$ cat config.mk
export PLATFORM = sky130hd
export DESIGN_NAME = key_debounce_flat
export DESIGN_NICKNAME = d
export VERILOG_FILES = /design/src/rtl/key_debounce_pkg.sv /design/src/rtl/key_debounce_if.sv /design/src/rtl/key_debounce_sync_2ff.sv /design/src/rtl/key_debounce.sv /design/src/flat_wrapper.sv
export SDC_FILE = /design/constraint.sdc
export NUM_CORES = 1
export LEC_CHECK = 0
export ABC_CLOCK_PERIOD_IN_PS = 1960
export BUFFER_PORTS_ARGS = -buffer_cell sky130_fd_sc_hd__buf_2
export CORE_MARGIN = 1.5
export CORE_UTILIZATION = 50
export CTS_CLUSTER_DIAMETER = 60
export CTS_CLUSTER_SIZE = 24
export DETAILED_ROUTE_END_ITERATION = 10
export PLACE_DENSITY = 0.7
export SLEW_MARGIN = 20
export SYNTH_ARGS = -nofsm -noshare
export SYNTH_HDL_FRONTEND = slang
export SYNTH_HIERARCHICAL = 1
export SYNTH_SLANG_ARGS = --single-unit
$ cat constraint.sdc
create_clock -name clk -period 1.96 [get_ports clk]
set_input_delay 0.098 -clock clk [delete_from_list [all_inputs] [get_ports clk]]
set_output_delay 0.098 -clock clk [all_outputs]
set_load 0.05 [all_outputs]
$ cat src/rtl/key_debounce_pkg.sv
// key_debounce_pkg: shared FSM state type and 50 MHz default timing constants
// for the pushbutton conditioner.
package key_debounce_pkg;

    typedef enum logic [1:0] {
        IDLE         = 2'd0,
        PRESS_WAIT   = 2'd1,
        PRESSED      = 2'd2,
        RELEASE_WAIT = 2'd3
    } key_state_t;

    // 20 ms of stable contact at 50 MHz
    localparam int unsigned DEF_DEBOUNCE_CYCLES = 1_000_000;
    // 0.5 s hold before the first auto-repeat
    localparam int unsigned DEF_REPEAT_DELAY    = 25_000_000;
    // 0.2 s between subsequent auto-repeats
    localparam int unsigned DEF_REPEAT_PERIOD   = 10_000_000;

    // Larger of two unsigned values, used for counter sizing.
    function automatic int unsigned max_u(input int unsigned a, input int unsigned b);
        return (a > b) ? a : b;
    endfunction

endpackage

$ cat src/rtl/key_debounce_if.sv
// key_debounce_if: raw key input and conditioned outputs of one pushbutton.
//   key_n : raw active-low pushbutton (driven by master)
//   level : debounced pressed state   (driven by slave)
//   pulse : one-cycle press strobe    (driven by slave)
interface key_debounce_if;
    logic key_n;
    logic level;
    logic pulse;

    modport master (
        output key_n,
        input  level,
        input  pulse
    );

    modport slave (
        input  key_n,
        output level,
        output pulse
    );
endinterface

$ cat src/rtl/key_debounce_sync_2ff.sv
// sync_2ff: generic two-flop synchroniser for asynchronous board inputs.
//   clk : destination clock
//   rst : asynchronous active-low reset, both flops load RST_VAL
//   d   : asynchronous input
//   q   : synchronised output (two cycles of latency)
module sync_2ff #(
    parameter logic RST_VAL = 1'b0
) (
    input  logic clk,
    input  logic rst,
    input  logic d,
    output logic q
);

    logic meta;

    // First flop may go metastable; second gives it a full cycle to settle.
    always_ff @(posedge clk or negedge rst) begin
        if (!rst) begin
            meta <= RST_VAL;
            q    <= RST_VAL;
        end else begin
            meta <= d;
            q    <= meta;
        end
    end

endmodule

$ cat src/rtl/key_debounce.sv
// key_debounce: conditions a raw active-low DE1 KEY into a debounced level and
// a single-cycle pulse per accepted press, suitable as a counter enable.
//   clk      : system clock (CLOCK_50)
//   rst      : asynchronous active-low reset
//   kif      : key_debounce_if.slave (key_n in, level/pulse out, both registered)
// Optional feature: define KEY_AUTOREPEAT_EN to emit repeat pulses while the
// key stays held (REPEAT_DELAY before the first, REPEAT_PERIOD afterwards).
module key_debounce
    import key_debounce_pkg::*;
#(
    parameter int unsigned DEBOUNCE_CYCLES = DEF_DEBOUNCE_CYCLES,
    parameter int unsigned REPEAT_DELAY    = DEF_REPEAT_DELAY,
    parameter int unsigned REPEAT_PERIOD   = DEF_REPEAT_PERIOD
) (
    input  logic       clk,
    input  logic       rst,
    key_debounce_if.slave kif
);

    localparam int unsigned CW = $clog2(DEBOUNCE_CYCLES);
    localparam logic [CW-1:0] CNT_LAST = CW'(DEBOUNCE_CYCLES - 1);

    // Elaboration-time parameter sanity checks
    if (DEBOUNCE_CYCLES < 2 || DEBOUNCE_CYCLES > 32'd16_777_216) begin : g_bad_debounce
        $error("key_debounce: DEBOUNCE_CYCLES must be in 2..2^24");
    end
    if (REPEAT_DELAY < 1 || REPEAT_PERIOD < 1) begin : g_bad_repeat
        $error("key_debounce: REPEAT_DELAY and REPEAT_PERIOD must be at least 1");
    end

    logic            key_sync_n;
    logic            k;
    key_state_t      state_q, state_d;
    logic [CW-1:0]   cnt_q, cnt_d;
    logic            level_q, level_d;
    logic            pulse_q, pulse_d;

`ifdef KEY_AUTOREPEAT_EN
    localparam int unsigned RW = $clog2(max_u(max_u(REPEAT_DELAY, REPEAT_PERIOD), 2));
    localparam logic [RW-1:0] RDLY_LAST = RW'(REPEAT_DELAY - 1);
    localparam logic [RW-1:0] RPER_LAST = RW'(REPEAT_PERIOD - 1);

    logic [RW-1:0]   rcnt_q, rcnt_d;
    // Set once the first repeat has fired; selects period instead of delay.
    logic            rep_q, rep_d;
`endif

    // Released (1) is the safe reset value so reset never looks like a press.
    sync_2ff #(.RST_VAL(1'b1)) u_sync (
        .clk (clk),
        .rst (rst),
        .d   (kif.key_n),
        .q   (key_sync_n)
    );

    assign k = ~key_sync_n;

    // State and output registers
    always_ff @(posedge clk or negedge rst) begin
        if (!rst) begin
            state_q <= IDLE;
            cnt_q   <= '0;
            level_q <= 1'b0;
            pulse_q <= 1'b0;
`ifdef KEY_AUTOREPEAT_EN
            rcnt_q  <= '0;
            rep_q   <= 1'b0;
`endif
        end else begin
            state_q <= state_d;
            cnt_q   <= cnt_d;
            level_q <= level_d;
            pulse_q <= pulse_d;
`ifdef KEY_AUTOREPEAT_EN
            rcnt_q  <= rcnt_d;
            rep_q   <= rep_d;
`endif
        end
    end

    // Next-state, counter and registered-output logic
    always_comb begin
        state_d = state_q;
        cnt_d   = cnt_q;
        pulse_d = 1'b0;
`ifdef KEY_AUTOREPEAT_EN
        rcnt_d  = rcnt_q;
        rep_d   = rep_q;
`endif

        case (state_q)
            IDLE: begin
                if (k) begin
                    state_d = PRESS_WAIT;
                    cnt_d   = '0;
                end
            end

            PRESS_WAIT: begin
                if (!k) begin
                    state_d = IDLE;
                    cnt_d   = '0;
                end else if (cnt_q == CNT_LAST) begin
                    state_d = PRESSED;
                    cnt_d   = '0;
                    pulse_d = 1'b1;
`ifdef KEY_AUTOREPEAT_EN
                    rcnt_d  = '0;
                    rep_d   = 1'b0;
`endif
                end else begin
                    cnt_d = cnt_q + CW'(1);
                end
            end

            PRESSED: begin
                if (!k) begin
                    state_d = RELEASE_WAIT;
                    cnt_d   = '0;
                end
`ifdef KEY_AUTOREPEAT_EN
                // rcnt is left untouched by RELEASE_WAIT so a bounce resumes it.
                else if (rcnt_q == (rep_q ? RPER_LAST : RDLY_LAST)) begin
                    pulse_d = 1'b1;
                    rcnt_d  = '0;
                    rep_d   = 1'b1;
                end else begin
                    rcnt_d = rcnt_q + RW'(1);
                end
`endif
            end

            RELEASE_WAIT: begin
                if (k) begin
                    state_d = PRESSED;
                    cnt_d   = '0;
                end else if (cnt_q == CNT_LAST) begin
                    state_d = IDLE;
                    cnt_d   = '0;
                end else begin
                    cnt_d = cnt_q + CW'(1);
                end
            end

            default: begin
                state_d = IDLE;
                cnt_d   = '0;
            end
        endcase

        // level registers the pressed-side states of the upcoming cycle
        level_d = (state_d == PRESSED) || (state_d == RELEASE_WAIT);
    end

    assign kif.level = level_q;
    assign kif.pulse = pulse_q;

endmodule

$ cat src/flat_wrapper.sv
// flat-port wrapper written by rule: the top's interface ports become plain ports
module key_debounce_flat import key_debounce_pkg::*;
#(
    parameter int unsigned DEBOUNCE_CYCLES = DEF_DEBOUNCE_CYCLES,
    parameter int unsigned REPEAT_DELAY    = DEF_REPEAT_DELAY,
    parameter int unsigned REPEAT_PERIOD   = DEF_REPEAT_PERIOD
)
  (clk, rst, kif_key_n, kif_level, kif_pulse);
  key_debounce_if kif_i ();
  input  logic clk;
  input  logic rst;
  input wire logic [$bits(kif_i.key_n)-1:0] kif_key_n;
  output wire logic [$bits(kif_i.level)-1:0] kif_level;
  output wire logic [$bits(kif_i.pulse)-1:0] kif_pulse;
  assign kif_i.key_n = kif_key_n;
  assign kif_level = kif_i.level;
  assign kif_pulse = kif_i.pulse;
  key_debounce #(.DEBOUNCE_CYCLES(DEBOUNCE_CYCLES), .REPEAT_DELAY(REPEAT_DELAY), .REPEAT_PERIOD(REPEAT_PERIOD)) u_core (.clk(clk), .rst(rst), .kif(kif_i));
endmodule
=== After elaboration in Yosys (flattened, before gate mapping) ===
Index checks and enable logic that the tools add are counted.

* Add/sub/neg operators: 1
* Equal/unequal tests: 8
* Muxes and demuxes: 16
* Reductions and logical operators: 3

{| class="wikitable"
|+ Operators by type and width
! kind !! count
|-
| two-way mux 20 bit || 5
|-
| one-hot mux 20 bit (4 select lines) || 1
|-
| adder 20 x 1 -> 20 bit, second input constant || 1
|-
| equality test 20 bit, second input constant || 1
|-
| two-way mux 2 bit || 6
|-
| equality test 2 bit, second input constant || 4
|-
| one-hot mux 2 bit (4 select lines) || 1
|-
| != test 2 bit, second input constant || 2
|-
| two-way mux 1 bit || 3
|-
| equality test 2 x 1 -> 1 bit, second input constant || 1
|-
| logical NOT 2 bit || 1
|-
| AND reduction 2 bit || 1
|-
| logical OR 1 bit || 1
|}

* Flip-flop bits (word level): 26
* Bits of input ports: 3
* Logic and storage cells: 34

=== Logic depth before layout (Yosys ltp) ===
* Depth after elaboration: 6
* Mapped depth: 8
* Depth with buffers taken out: 6

=== Modules after synthesis ===
Netlist, hierarchy kept.

{| class="wikitable"
|+ Modules (own cells, without submodules)
! module !! instances !! cells each !! area each (um^2) !! seq. area each (um^2)
|-
| key_debounce || 1 || 143 || 1295.0 || 600.6
|-
| sync_2ff || 1 || 2 || 52.6 || 52.6
|}

=== Worst setup path before layout ===
OpenSTA, ideal clock, no wires.

* Path kind: reg2reg
* Start: register u_core.cnt_q[0]
* End: register u_core.cnt_q[17]
* Setup time: 0.069 ns
* Data arrival time: 1.832 ns
* Required time: 1.891 ns
* Path slack: 0.059 ns
* Stages on the path, launching flop included: 8
* Buffers on the path: 1
* Period minus slack after synthesis: 1.901 ns
* Cell sequence: dfrtp_1 > ha_1 > and4_4 > buf_6 > and4_4 > a21o_1 > or4_1 > nand3_1

* Word-level cells in the longest chain between the ends: 4
* Elaborated cells on any way between the ends: 6
* Classes of those cells: add/sub: 1; eq/ne: 1; mux: 4

{| class="wikitable"
|+ RTL lines
! item !! RTL line !! source
|-
| start: declaration || key_debounce.sv:34 || <nowiki>logic [CW-1:0] cnt_q, cnt_d;</nowiki>
|-
| start signal: assignment || key_debounce.sv:71 || <nowiki>cnt_q <= cnt_d;</nowiki>
|-
| adder 20 x 1 -> 20 bit / equality test 20 bit (equally long branches) || n/a ||
|-
| two-way mux 20 bit * || key_debounce.sv:103, key_debounce.sv:137 ||
|-
| two-way mux 20 bit (on tied branches) || key_debounce.sv:134, key_debounce.sv:100 ||
|-
| one-hot mux 20 bit (4 select lines) * || key_debounce.sv:91 || <nowiki>case (state_q)</nowiki>
|}

Mark *: on every way between the ends. The rest lies on a longest branch, timed or not.
A chain may end at the register's enable or synchronous reset.

=== Final worst setup path ===
Same ends and word-level chain as after synthesis.

==> impl_results.md <==
- Critical-path maximum fanout: 11
- Die area: 0.003016 mm²
- Total power draw: 881.9 µW
- Total gr overflow: 0
- Global-route wire length before repair: 4926 µm
- M1 WL: 1291 µm
- Data required, critical path: 2220 ps
- Post-layout util: 59.92%
- Most used DFF post-synth: dfrtp_1
- Finished Layout Cells: 190
- Final setup vio count: 0
- Drt first pass iters: 4
- Met3 routed WL: 178 µm
- Synthesized flop and latch total: 26
- Core ar.: 0.002522 mm²
- Total wire length: 2902 µm
- N_diodes: 0
- Internal reg-to-reg setup slack: 50 ps
- Top cells by area, synth: dfrtp_1 45%, nand2_1 6.4%, nand3_1 4.1%
- Worst-Margin Slew: 555.2 ps
- Fillers: 218
- Clock transition at path regs: 130 ps
- Post-synth EDFFs: 0
- Critical path depth: 6
- Yosys warns: 6
- Die X: 54.92 µm
- Sequence of cells on the critical path: ha_1, and4_4, and4_4, a21o_2, or4_1, nand3_1
- Seq/Total Area, Yosys: 48.47%
- Crit path kind: register to register
- Fin. max-slew vios: 0
- Number of DRC markers in iteration 0: 43
- Final Hold Vio Count: 0
- Setup TNS: 0 ps
- Largest area contributor in the netlist: dfrtp_1
- WL per Instance: 15.27 µm
- Buf+Inv Stages, Crit Path: 0
- Clock Skews: 2.493 ps
- Crit-path slowest cell: or4_1
- Vias in the first global route: 1,142
- Max-cap viol count: 0
- Unrepaired setup endpoints after global routing: yes
- Combined area of the multi-input logic cells: 643.1 µm²
- Area of the mapped netlist: 0.001348 mm²
- Nets@finish: 165
- Longest Clk Path Bufs: 2
- DP Cell Count: 184
- Crit start category: register
- Die H: 54.92 µm
- Leakage power: 0.6487 nW
- Met2 wire length: 1412 µm
- Overall routing resource usage: 23.06%
- # rows: 18
- Num CTS Buffers: 3
- Antenna violations before repair: 0
- RD Place Congestion: 0.8154
- Critical Path AT: 2170 ps
- Ports: 5
- Critical Path Most Common Cell: and4_4
- Final Cycle Share: 97.64%
- DP Worst Slack: -1.835 ps
- Drt drc: 0
- Critical path's top delay family: simple AND/OR/NAND/NOR gates
- Status: finished clean
- Post-route ant nets: 0
- HPWL Detailed: 2034 µm
- Pwr Density: 583.5 mW/mm²
- Post-route cell area: 0.001511 mm²
- Largest net degree at the start of global routing: 27
- Async SR Flop Fraction: 100.0%
- Initial Util: 53.42%
- Root buf cell: clkbuf_4
- Peak Freq: 522.5 MHz
- Setup crit end kind: register
- Port buffer count: 4
- Sequential cell area: 653.1 µm²
- Share of layout cells above drive strength 1: 19.38%
- Yosys top cell area share: 44.57%
- Vias per cell: 6.326
- CP peak stage delay: 530 ps
- Mean Syn Cell Area: 9.293 µm²
- CTS tree: done
- Synth-to-Final Area Change: 12.16%
- Hold slack: 287.5 ps
- Hold Crit Class: input pin to asynchronous set/reset pin
- Uppermost layer routed: met4
- R2R cell count: 6
- Fin worst setup slack: 46.20 ps
- Worst vdd ir: 472.1 µV
- Synthesized netlist cell count: 145
- Via Count: 1,202
- Worst skew pair latency: 310 ps
- CTS H-tree depth: 1
- Min Tclk post-route: 1914 ps
- Distinct cells, synth: 38
- Area after DPL: 0.001448 mm²
- Relative slew slack: 62.99%
- CTS Sinks: 26
- Syn_nets: 149
-- path summary, 6_finish.rpt --
| kind | end | from |
|---|---|---|
| max | u_core/cnt_q[17] | u_core/cnt_q[0] |
| min in group clk | u_core/u_sync/q | u_core/u_sync/meta |
| min | u_core/cnt_q[6] | rst |
| min reg2reg | u_core/u_sync/q | u_core/u_sync/meta |
| max reg2reg | u_core/cnt_q[17] | u_core/cnt_q[0] |
| max in group asynchronous | u_core/u_sync/meta | rst |
-- flip-flops by register name (all words and copies together), names as in the netlist --
register	count
u_core/cnt_q	20
u_core/state_q	2
u_core/kif.level	1
u_core/kif.pulse	1
u_core/u_sync/meta	1
u_core/u_sync/q	1
-- kinds of logic (layout without fill, tap and decap cells) --
logic type,after synthesis,after routing,share of synthesized area [%]
AO/OA/AOI/OAI,43,43,20.80
XOR/XNOR,1,1,0.6501
adder cells (fa/ha/maj),1,1,0.9284
buffers and inverters,11,26,4.364
flip-flops,26,26,48.47
AND/OR/NAND/NOR,63,63,24.79
-- power by group --
group          leakage (nW)  total (mW)  internal (mW)  switching, mW
sequential            0.353       0.550          0.545        0.00530
combinational         0.275      0.0689         0.0257         0.0433
clock                0.0210       0.263          0.113          0.149
-- routing by layer --
layer	vias to the layer above	track usage, %
met5	-	0
met4	0	9.756
met3	2	3.226
met2	45	36.90
met1	584	31.41
li1	571	-
-- layout by cell type (no fill, tap or decap), types with 2 or more instances in the layout --
cell type,count
a31oi_1,8
o21ai_0,11
nand4_1,2
clkbuf_4,3
or4_1,2
dfrtp_1,24
buf_4,11
nand2_1,23
and3_1,2
inv_1,5
nor2_1,3
dlygate4sd3_1,2
nand3_1,11
buf_2,4
a21oi_1,6
and4_4,2
o211ai_1,3
and2_1,3
nand2b_1,2
a22o_1,2
a21o_1,2
a41oi_1,3
nor3_1,3
nor4_1,2
dfstp_2,2
or3_1,2
-- synth_stat cells, types with 3 or more instances --
cell,instances
nand2_1,23
nor2_1,4
o211ai_1,3
inv_1,5
a21oi_1,7
a31oi_1,8
nor3_1,3
o21ai_0,11
a21o_1,3
and2_1,3
a41oi_1,3
dfrtp_1,24
nand3_1,11
-- final cells by class --
type | count | area share [%]
inverters | 5 | 1.242
repair buffers | 17 | 8.113
flip-flops and latches | 26 | 43.21
clock buffers | 4 | 2.401
well taps | 30 | 2.483
multi-input cells | 108 | 42.55
-- timing repair --
action	4_1_cts	5_1_grt
buffers inserted	0	0
endpoints found under the setup margin	2	4
hold endpoints to repair	25	0
gates cloned	0	0
resized for setup	2	1
hold buffers	2	0
(Power assumes the default switching activity.)
